--- config.mk ---
export PLATFORM = sky130hd
export DESIGN_NAME = csa_multiword_sequencer_flat
export DESIGN_NICKNAME = d
export VERILOG_FILES = /design/src/rtl/csa_seq_pkg.sv /design/src/rtl/csa_multiword_sequencer_if.sv /design/src/rtl/csa_slice16.sv /design/src/rtl/csa_multiword_sequencer.sv /design/src/flat_wrapper.sv
export SDC_FILE = /design/constraint.sdc
export NUM_CORES = 1
export LEC_CHECK = 0
export ABC_AREA = 1
export CELL_PAD_IN_SITES_DETAIL_PLACEMENT = 1
export CELL_PAD_IN_SITES_GLOBAL_PLACEMENT = 1
export CORE_ASPECT_RATIO = 1.4
export CORE_MARGIN = 1.5
export CORE_UTILIZATION = 39
export DETAILED_ROUTE_END_ITERATION = 8
export MAX_ROUTING_LAYER = met4
export PLACE_DENSITY = 0.92
export SKIP_CTS_REPAIR_TIMING = 1
export SLEW_MARGIN = 20
export SYNTH_ARGS = -nofsm -noshare
export SYNTH_HDL_FRONTEND = slang
export SYNTH_SLANG_ARGS = --single-unit
--- constraint.sdc ---
create_clock -name clk -period 7 [get_ports clk]
set_input_delay 0.7 -clock clk [delete_from_list [all_inputs] [get_ports clk]]
set_output_delay 0.7 -clock clk [all_outputs]
set_load 0.005 [all_outputs]
--- src/rtl/csa_seq_pkg.sv ---
// Shared types and sizing helpers for the multi-word carry-select sequencer.
package csa_seq_pkg;
  localparam int SLICE_W = 16;

  typedef enum logic [1:0] {
    IDLE = 2'd0,
    RUN  = 2'd1,
    DONE = 2'd2
  } seq_state_e;

  function automatic int nslice_f(input int width);
    return width / SLICE_W;
  endfunction

  // Counter is at least one bit so WIDTH==16 still has a legal idx register.
  function automatic int idx_w_f(input int width);
    int n;
    n = width / SLICE_W;
    return (n > 1) ? $clog2(n) : 1;
  endfunction
endpackage

--- src/rtl/csa_multiword_sequencer_if.sv ---
// Operand/result handshake bundle; optional ovf output under CSA_SEQ_OVF_EN.
interface csa_multiword_sequencer_if #(parameter int WIDTH = 64);
  logic             in_valid;
  logic             in_ready;
  logic [WIDTH-1:0] a;
  logic [WIDTH-1:0] b;
  logic             cin;
  logic             out_valid;
  logic             out_ready;
  logic [WIDTH-1:0] sum;
  logic             cout;
  logic             busy;
`ifdef CSA_SEQ_OVF_EN
  logic             ovf;

  modport master (output in_valid, a, b, cin, out_ready,
                  input  in_ready, out_valid, sum, cout, busy, ovf);
  modport slave  (input  in_valid, a, b, cin, out_ready,
                  output in_ready, out_valid, sum, cout, busy, ovf);
`else
  modport master (output in_valid, a, b, cin, out_ready,
                  input  in_ready, out_valid, sum, cout, busy);
  modport slave  (input  in_valid, a, b, cin, out_ready,
                  output in_ready, out_valid, sum, cout, busy);
`endif
endinterface

--- src/rtl/csa_slice16.sv ---
// Combinational 16-bit carry-select adder built from 4-bit blocks.
module csa_slice16
  import csa_seq_pkg::*;
(
  input  logic [SLICE_W-1:0] a,
  input  logic [SLICE_W-1:0] b,
  input  logic               cin,
  output logic [SLICE_W-1:0] sum,
  output logic               cout
);
  localparam int BLK  = 4;
  localparam int NBLK = SLICE_W / BLK;

  logic [NBLK:0] c;
  assign c[0] = cin;

  genvar g;
  for (g = 0; g < NBLK; g++) begin : g_blk
    logic [BLK:0] s0, s1;
    // Both carry hypotheses are formed up front; the incoming carry only muxes.
    assign s0 = {1'b0, a[g*BLK +: BLK]} + {1'b0, b[g*BLK +: BLK]};
    assign s1 = {1'b0, a[g*BLK +: BLK]} + {1'b0, b[g*BLK +: BLK]} + (BLK+1)'(1);
    assign sum[g*BLK +: BLK] = c[g] ? s1[BLK-1:0] : s0[BLK-1:0];
    assign c[g+1]            = c[g] ? s1[BLK]     : s0[BLK];
  end

  assign cout = c[NBLK];
endmodule

--- src/rtl/csa_multiword_sequencer.sv ---
// WIDTH-bit adder that walks one csa_slice16 across the operands, LSB slice first.
// Optional signed-overflow output is enabled by defining CSA_SEQ_OVF_EN.
module csa_multiword_sequencer
  import csa_seq_pkg::*;
#(
  parameter int WIDTH = 64
) (
  input logic                      clk,
  input logic                      rst,
  csa_multiword_sequencer_if.slave bus
);
  localparam int NSLICE = nslice_f(WIDTH);
  localparam int IDX_W  = idx_w_f(WIDTH);

  if (WIDTH < SLICE_W || (WIDTH % SLICE_W) != 0) begin : g_bad_width
    $error("csa_multiword_sequencer: WIDTH must be a multiple of 16 and >= 16");
  end

  seq_state_e       state_q, state_d;
  logic [IDX_W-1:0] idx_q;
  logic [WIDTH-1:0] a_q, b_q, sum_q;
  logic             carry_q;

  logic [SLICE_W-1:0] sl_a, sl_b, sl_sum;
  logic               sl_cout;
  logic               last;

  assign sl_a = a_q[int'(idx_q)*SLICE_W +: SLICE_W];
  assign sl_b = b_q[int'(idx_q)*SLICE_W +: SLICE_W];
  assign last = (idx_q == IDX_W'(NSLICE-1));

  csa_slice16 u_slice (
    .a    (sl_a),
    .b    (sl_b),
    .cin  (carry_q),
    .sum  (sl_sum),
    .cout (sl_cout)
  );

  always_comb begin
    state_d       = state_q;
    bus.in_ready  = 1'b0;
    bus.out_valid = 1'b0;
    bus.busy      = 1'b1;
    bus.sum       = sum_q;
    bus.cout      = carry_q;
    case (state_q)
      IDLE: begin
        bus.in_ready = 1'b1;
        bus.busy     = 1'b0;
        if (bus.in_valid) state_d = RUN;
      end
      RUN:  if (last) state_d = DONE;
      // Result drains back to IDLE before any new accept.
      DONE: begin
        bus.out_valid = 1'b1;
        if (bus.out_ready) state_d = IDLE;
      end
      default: state_d = IDLE;
    endcase
  end

  always_ff @(posedge clk) begin
    if (rst) begin
      state_q <= IDLE;
      idx_q   <= '0;
      a_q     <= '0;
      b_q     <= '0;
      sum_q   <= '0;
      carry_q <= 1'b0;
    end else begin
      state_q <= state_d;
      case (state_q)
        IDLE: if (bus.in_valid) begin
          a_q     <= bus.a;
          b_q     <= bus.b;
          carry_q <= bus.cin;
          idx_q   <= '0;
        end
        RUN: begin
          sum_q[int'(idx_q)*SLICE_W +: SLICE_W] <= sl_sum;
          carry_q <= sl_cout;
          idx_q   <= idx_q + 1'b1;
        end
        default: ;
      endcase
    end
  end

`ifdef CSA_SEQ_OVF_EN
  assign bus.ovf = bus.out_valid && (a_q[WIDTH-1] == b_q[WIDTH-1])
                   && (sum_q[WIDTH-1] != a_q[WIDTH-1]);
`endif
endmodule
--- src/flat_wrapper.sv ---
// flat-port wrapper written by rule: the top's interface ports become plain ports
module csa_multiword_sequencer_flat import csa_seq_pkg::*;
#(
  parameter int WIDTH = 64
)
  (clk, rst, bus_in_valid, bus_a, bus_b, bus_cin, bus_out_ready, bus_in_ready, bus_out_valid, bus_sum, bus_cout, bus_busy);
  csa_multiword_sequencer_if #(.WIDTH(WIDTH)) bus_i ();
  input logic clk;
  input logic rst;
  input wire logic [$bits(bus_i.in_valid)-1:0] bus_in_valid;
  input wire logic [$bits(bus_i.a)-1:0] bus_a;
  input wire logic [$bits(bus_i.b)-1:0] bus_b;
  input wire logic [$bits(bus_i.cin)-1:0] bus_cin;
  input wire logic [$bits(bus_i.out_ready)-1:0] bus_out_ready;
  output wire logic [$bits(bus_i.in_ready)-1:0] bus_in_ready;
  output wire logic [$bits(bus_i.out_valid)-1:0] bus_out_valid;
  output wire logic [$bits(bus_i.sum)-1:0] bus_sum;
  output wire logic [$bits(bus_i.cout)-1:0] bus_cout;
  output wire logic [$bits(bus_i.busy)-1:0] bus_busy;
  assign bus_i.in_valid = bus_in_valid;
  assign bus_i.a = bus_a;
  assign bus_i.b = bus_b;
  assign bus_i.cin = bus_cin;
  assign bus_i.out_ready = bus_out_ready;
  assign bus_in_ready = bus_i.in_ready;
  assign bus_out_valid = bus_i.out_valid;
  assign bus_sum = bus_i.sum;
  assign bus_cout = bus_i.cout;
  assign bus_busy = bus_i.busy;
  csa_multiword_sequencer #(.WIDTH(WIDTH)) u_core (.clk(clk), .rst(rst), .bus(bus_i));
endmodule
==> key figures, run 1 <==
STA
  – Final critical-path share of the clock period: between 60% and 70%
  – Setup TNS Final: 0 ns
  – Slew Limit Fails: 0
  – RSZ-0062 raised after global routing: no
  – Final setup fails: 0
  – Slew @ Worst Pin: 0.9968 ns
  – Hold Violations, Final: 0
  – Fin crit period: approximately 4.7 ns
  – Layout Skew: roughly 0.0062 ns
  – Achievable frequency: 0.2146 GHz
  – Slew headroom: 33.55%

Hold path
  – Path type of the worst min-delay path: flip-flop to flip-flop
  – Hold Crit Start: u_core.bus.sum[34]$_SDFFE_PP0P_

Layout
  – Area delta synth->final: 30.43%
  – Area of the multi-input gates: around 4500 um^2
  – Layout fillers: roughly 2,800
  – Post-route design area: ~12,000 um^2
  – Most frequent cells in the layout: nor2_1, clkdlybuf4s50_1, dfxtp_1
  – Fin nets: 1,568
  – FF/Latch Area: 3945 um^2
  – Final non-filler cell total: about 1,700
  – Antenna Cells: 0
  – Commonest non-fill, non-tap cell in the layout: nor2_1
  – Share of post-route cells with drive strength above 1: ~5.4%

Clocking
  – Clk Latency, worst-skew pair: 0.44 ns
  – CTS root buffer: clkbuf_16
  – Clk sink count: around 200
  – H-Tree Level Count: 4
  – CTS tree: yes
  – Maximum buffer depth of the clock tree: 2
  – Clock transition at path regs: 0.07 ns
  – CTS Buf Count: 17

Critical path
  – CP startpoint kind: flip-flop
  – Crit-path max FO: between 50 and 60
  – Crit path capture type: flip-flop
  – Worst EP arrival: approximately 5 ns
  – RR Startpoint: u_core.idx_q[0]$_SDFFE_PP0P_
  – Critical path required time: 7.37 ns
  – Critical path launch point: u_core.idx_q[0]$_SDFFE_PP0P_
  – Worst Path Class, Setup: flip-flop to flip-flop

Die
  – Chip width: roughly 130 um
  – IO Count: 201
  – Initial Util: 39.73%
  – Die area: roughly 24,000 um^2
  – Cell row count: 65
  – Core Region: ~23,000 um^2
  – Die height: ~180 um

Job
  – Max cap viols: 0

Power and ir drop
  – Sw frac: around 33%
  – P_int: just under 2000 uW
  – Net switching power: 995.2 uW
  – Combinational fraction of design power: about 25%
  – Clock Power Share: 32.8%
  – Worst ir drop on vdd: about 0.20 mV
  – Pwr Density: between 200 and 300 nW/um^2
  – Reg power frac: about two fifths
  – Static Leak: about 0.0046 uW

Placement
  – Post-DP HPWL: around 22,000 um
  – Cell count after placement: roughly 1,700
  – Placer's final routability congestion estimate: approximately 0.91
  – Placed cell area: roughly 11,000 um^2
  – Port Buffers: 200

Synth
  – Post-Synthesis Net Count: 1,422
  – Netlist Area Pre-Place: between 8000 and 9000 um^2
  – Post-Syn Instances: 1,259
  – Sequential fraction of the synthesis area: about 44%
  – Post-synth top area share: 44.06%
  – Yosys Warn Count: 0
  – Avg Cell Area, Syn: 7.110 um^2
  – Yosys top cell by area: dfxtp_1
  – Synth cell types: 35
  – Top cells by area, synth: dfxtp_1, nor2_1, o21ai_0
  – Yosys reg bits: ~200

Drt
  – First DRT Iteration DRCs: 513
  – Vias/cell: 5.244
  – Routed wire length: about 30,000 um
  – DRC: 0
  – TritonRoute pass-1 iters: 5
  – Via Count: about 9,000
  – Post-detailed-route count of antenna-violating nets: 0
  – Avg WL per Cell: around 17 um

Global route
  – Initial antenna violation count: 0
  – Vias in the first global route: roughly 9,200
  – Total GRT Usage: between 20% and 30%
  – Total gr overflow: 0
  – Largest net degree at the start of global routing: between 100 and 150
  – First-pass GRT wire length: around 47,000 um

Outcome
  – Status: finished clean
[flip-flops by register name, indices dropped and copies added, names as in the netlist]
register	cells
u_core.a_q	64
u_core.b_q	64
u_core.bus.sum	64
u_core.idx_q	2
u_core.state_q	2
u_core.bus.cout	1
[critical path: stages (launching register included)]
cell	delay [ns]
dfxtp_2	0.85
inv_2	0.58
buf_4	0.43
o21ai_0	0.21
o22ai_1	0.10
ha_1	0.23
fa_1	0.51
ha_1	0.17
nand2_2	0.08
nor2_4	0.15
nand4_2	0.19
nand2_4	0.16
nand2_4	0.07
nand2_4	0.09
nand2_4	0.08
nand3_1	0.13
nand3_1	0.11
nor2_2	0.18
nand2_1	0.08
a21oi_2	0.12
[Yosys cell counts]
cell / number
nand3_2: 2
o21a_1: 1
xor2_1: 11
nand2_2: 5
nand4_2: 1
a21oi_2: 4
xnor2_1: 2
a22oi_1: 2
nor3_1: 5
inv_1: 46
nand3_1: 38
nand2_4: 5
nor4_4: 1
a31oi_1: 1
o21ai_0: 186
a21oi_1: 69
nor2_1: 334
inv_2: 3
buf_2: 8
nor2_4: 1
buf_1: 5
nor3_2: 2
clkinv_1: 2
a32oi_1: 4
nand4_1: 10
o22ai_1: 28
fa_1: 4
o21ai_2: 1
clkbuf_1: 70
a211oi_1: 1
ha_1: 26
dfxtp_1: 197
nor2_2: 4
o21bai_1: 1
nand2_1: 179
[through the flow]
step                total power [uW]  setup slack [ns]  util [%]  hold WS [ns]
finish                          2980             2.341     51.82        0.4685
global route                    3124             1.989     51.82        0.4939
CTS                             2994             2.433     51.81        0.4676
detailed placement              2017             2.464     49.23        0.4561
global placement                1981             2.662     49.23        0.4541
floorplan                       1738             3.713         -        0.4495
[worst paths after layout]
path | end | slack [ns] | cells after the start
max | u_core.bus.sum[62]$_SDFFE_PP0P_ | 2.34 | 19
min | u_core.bus.sum[34]$_SDFFE_PP0P_ | 0.47 | 2
max reg2reg | u_core.bus.sum[62]$_SDFFE_PP0P_ | 2.34 | 19
min reg2reg | u_core.bus.sum[34]$_SDFFE_PP0P_ | 0.47 | 2
[per-layer routing]
layer	share of wire [%]	up-vias	routed length [um]	track usage (%)
li1	-	4409	-	-
met1	39	4286	11830	28.04
met2	52	239	15660	45.32
met3	3.0	81	898	3.489
met4	5.6	0	1686	15.47
met5	0	-	0	-
[cells by family (layout without fill, tap and decap cells)]
group | count (synthesis) | in the layout | share of synthesized area (%)
XOR/XNOR | 13 | 13 | 1.272
buffers and inverters | 134 | 293 | 5.731
flip-flops | 197 | 197 | 44.06
AO/OA/AOI/OAI | 298 | 298 | 17.58
AND/OR/NAND/NOR | 587 | 587 | 26.82
adder cells (fa/ha/maj) | 30 | 30 | 4.529
[final cells by class]
cell class	count	area share (%)
sequential	197	33.79
clock inverter	14	1.232
multi-input combinational	928	38.58
tap	301	3.226
clock buffer	18	3.762
inverter	51	1.661
timing repair buffer	210	17.75
[power by group through the flow]
stage | logic [uW] | registers (uW) | clock network (uW)
global route | 839 | 1250 | 1030
global placement | 715 | 1270 | 0
finish | 756 | 1250 | 978
detailed placement | 747 | 1270 | 0
floorplan | 487 | 1250 | 0
CTS | 757 | 1240 | 993
Note: power is estimated with default switching activity, not from simulation.
==> run 2: changes to the inputs <==
--- a/config.mk
+++ b/config.mk
@@ -10,10 +10,10 @@
 export CELL_PAD_IN_SITES_GLOBAL_PLACEMENT = 1
 export CORE_ASPECT_RATIO = 1.4
 export CORE_MARGIN = 1.5
-export CORE_UTILIZATION = 39
+export CORE_UTILIZATION = 32
 export DETAILED_ROUTE_END_ITERATION = 8
 export MAX_ROUTING_LAYER = met4
-export PLACE_DENSITY = 0.92
+export PLACE_DENSITY = 0.82
 export SKIP_CTS_REPAIR_TIMING = 1
 export SLEW_MARGIN = 20
 export SYNTH_ARGS = -nofsm -noshare
==> constraint.sdc (replaced) <==
create_clock -name clk -period 4 [get_ports clk]
set_input_delay 0.4 -clock clk [delete_from_list [all_inputs] [get_ports clk]]
set_output_delay 0.4 -clock clk [all_outputs]
set_load 0.005 [all_outputs]
==> key figures, run 2 (synthesis results as in run 1) <==
STA
  – Final setup fails: 0 (unchanged)
  – Hold Violations, Final: 0 (unchanged)
  – Achievable frequency: 0.2880 GHz (+34%)
  – Final critical-path share of the clock period: 86.81% (+20 points)
  – Slew headroom: 36.48% (+2.9 points)
  – RSZ-0062 raised after global routing: no
  – Slew @ Worst Pin: 0.9456 ns (-0.05115 ns)
  – Layout Skew: 0.01586 ns (+0.009627 ns)
  – Setup TNS Final: 0 ns (unchanged)
  – Fin crit period: 3.472 ns (-1.187 ns)
  – Slew Limit Fails: 0 (unchanged)

Drt
  – DRC: 0 (unchanged)
  – TritonRoute pass-1 iters: 4 (-1)
  – Post-detailed-route count of antenna-violating nets: 0 (unchanged)
  – Routed wire length: 30,410 um (+1.1%)
  – Vias/cell: 4.956 (-5.5%)
  – Avg WL per Cell: 16.91 um (-3.3%)
  – First DRT Iteration DRCs: 343 (-33%)
  – Via Count: 8,910 (-1.2%)

Die
  – Chip width: 144.4 um (+10%)
  – Cell row count: 72 (+11%)
  – Core Region: 27,570 um^2 (+22%)
  – Die area: 29,000 um^2 (+21%)
  – Initial Util: 32.47% (-7.3 points)
  – Die height: 200.9 um (+10%)
  – IO Count: 201 (unchanged)

Power and ir drop
  – Pwr Density: 438.5 nW/um^2 (+72%)
  – Power, Total: 5191 uW (+74%)
  – Static Leak: 0.004605 uW (+0.63%)
  – Worst ir drop on vdd: 0.3062 mV (+55%)
  – Combinational fraction of design power: 26.3% (+0.9 points)
  – Sw frac: 34.11% (+0.72 points)
  – Reg power frac: 41.9% (about the same)
  – Clock Power Share: 31.9% (-0.9 points)
  – Net switching power: 1771 uW (+78%)
  – P_int: 3420 uW (+72%)

Critical path
  – Reg2reg end: u_core.bus.sum[62]$_SDFFE_PP0P_
  – Worst Path Class, Setup: flip-flop to flip-flop
  – Slowest Stage Delay on Critical Path: 0.54 ns (-0.31 ns)
  – FF-to-FF setup slack: 0.53 ns (-1.81 ns)
  – Critical path required time: 4.37 ns (-3.00 ns)
  – CP max stage cell: fa_1
  – Worst EP arrival: 3.85 ns (-1.18 ns)
  – R2r worst-path depth: 20 (+1)
  – CP startpoint kind: flip-flop
  – Cell Chain, Critical Path: clkinv_1, buf_4, buf_4, o21ai_0, o22ai_1, ha_1, fa_1, ha_1, inv_1, nor2_1, nand3_1, nand2_1, nand2_1, nand2_4, nand3_2, nand3_1, nand3_1, nor2_2, nand2_1, a21oi_2
  – Crit path capture type: flip-flop
  – Buffers & Inverters on Critical Path: 4 (+2)
  – RR Startpoint: u_core.idx_q[1]$_SDFFE_PP0P_
  – Crit-path max FO: 24 (-55%)
  – Critical path launch point: u_core.idx_q[1]$_SDFFE_PP0P_
  – Family with the most delay on the worst path: simple AND/OR/NAND/NOR gates

Global route
  – Total GRT Usage: 22.05% (-4.1 points)
  – Initial antenna violation count: 0 (unchanged)
  – First-pass GRT wire length: 47,940 um (+2.8%)
  – Vias in the first global route: 9,384 (+1.9%)
  – Largest net degree at the start of global routing: 76 (-42%)
  – Total gr overflow: 0 (unchanged)

Layout
  – Commonest non-fill, non-tap cell in the layout: nor2_1
  – Antenna Cells: 0 (unchanged)
  – Area of the multi-input gates: 4502 um^2 (about the same)
  – Layout fillers: 3,509 (+23%)
  – Share of post-route cells with drive strength above 1: 6.022% (+0.59 points)
  – Fin nets: 1,579 (+0.70%)
  – FF/Latch Area: 3945 um^2 (unchanged)
  – Area delta synth->final: 32.25%
  – Most frequent cells in the layout: nor2_1, clkdlybuf4s50_1, dfxtp_1

Placement
  – Post-DP HPWL: 22,840 um (+4.4%)
  – Placer's final routability congestion estimate: 0.8709 (-4.2%)
  – Port Buffers: 200 (unchanged)

Clocking
  – CTS Buf Count: 17 (unchanged)
  – Clock transition at path regs: 0.08 ns (about the same)
  – CTS root buffer: clkbuf_16
  – CTS tree: yes
  – Clk sink count: 197 (unchanged)
  – Clk Latency, worst-skew pair: 0.45 ns (about the same)
  – H-Tree Level Count: 4 (unchanged)
  – Maximum buffer depth of the clock tree: 2 (unchanged)

Job
  – Max cap viols: 0 (unchanged)

Hold path
  – Hold Crit Start: u_core.bus.sum[3]$_SDFFE_PP0P_
  – Path type of the worst min-delay path: flip-flop to flip-flop
  – Hold Path Stages: 2 (unchanged)
  – Hold path endpoint: u_core.bus.sum[3]$_SDFFE_PP0P_

Outcome
  – Status: finished clean
==> run 2: power groups by stage <==
stage	registers [uW]	logic, uW	clock network [uW]
after global routing	2190	1520	1770
after floorplan	2190	853	0
final	2170	1360	1650
after global placement	2210	1320	0
after CTS	2170	1370	1690
after detailed placement	2220	1360	0
==> run 2: worst max path at each step <==
stage / endpoint / slack, ns / cells past startpoint
after global placement: u_core.bus.sum[62]$_SDFFE_PP0P_ / 0.65 / 19
after detailed placement: u_core.bus.sum[62]$_SDFFE_PP0P_ / 0.58 / 19
after floorplan: u_core.bus.sum[63]$_SDFFE_PP0P_ / 0.71 / 20
after global routing: u_core.bus.sum[44]$_SDFFE_PP0P_ / 0.20 / 20
final: u_core.bus.sum[62]$_SDFFE_PP0P_ / 0.53 / 20
after CTS: u_core.bus.sum[62]$_SDFFE_PP0P_ / 0.52 / 20
==> run 2: per-stage QoR <==
step / setup WS (ns) / util, % / cells / hold WS, ns / area, um^2
detailed placement: 0.5800 / 40.93 / 1767 / 0.4562 / 11280
floorplan: 0.7130 / - / 1259 / 0.4495 / 8951
CTS: 0.5163 / 42.94 / 1798 / 0.4673 / 11840
finish: 0.5275 / 42.94 / 1798 / 0.4634 / 11840
global placement: 0.6516 / 40.93 / 1767 / 0.4540 / 11280
global route: 0.1982 / 42.94 / 1798 / 0.4931 / 11840
==> run 2: per-layer routing <==
| layer | part of all wire (%) | global-route usage [%] |
|---|---|---|
| met1 | 40 | 23.43 |
| met2 | 53 | 39.76 |
| met3 | 2.8 | 2.719 |
| met4 | 4.2 | 10.57 |
| met5 | 0 | - |
==> run 2: tightest hold or removal path, cell delays in order, from the launching register on <==
cell	delay [ns]
dfxtp_1	0.31
nand2_1	0.06
a21oi_1	0.05
==> run 2: layout make-up <==
| cell class | instances | share of cell area (%) |
|---|---|---|
| multi-input combinational | 928 | 38.03 |
| sequential | 197 | 33.33 |
| timing repair buffer | 221 | 18.41 |
| tap | 370 | 3.911 |
| clock buffer | 18 | 3.710 |
| inverter | 51 | 1.638 |
| clock inverter | 13 | 0.9724 |
==> run 3: changes to the inputs <==
--- a/config.mk
+++ b/config.mk
@@ -6,6 +6,7 @@
 export NUM_CORES = 1
 export LEC_CHECK = 0
 export ABC_AREA = 1
+export CAP_MARGIN = 10
 export CELL_PAD_IN_SITES_DETAIL_PLACEMENT = 1
 export CELL_PAD_IN_SITES_GLOBAL_PLACEMENT = 1
 export CORE_ASPECT_RATIO = 1.4
==> results of run 3 <==
Same layout as run 2: the final DEF is identical, and so are final timing and power.
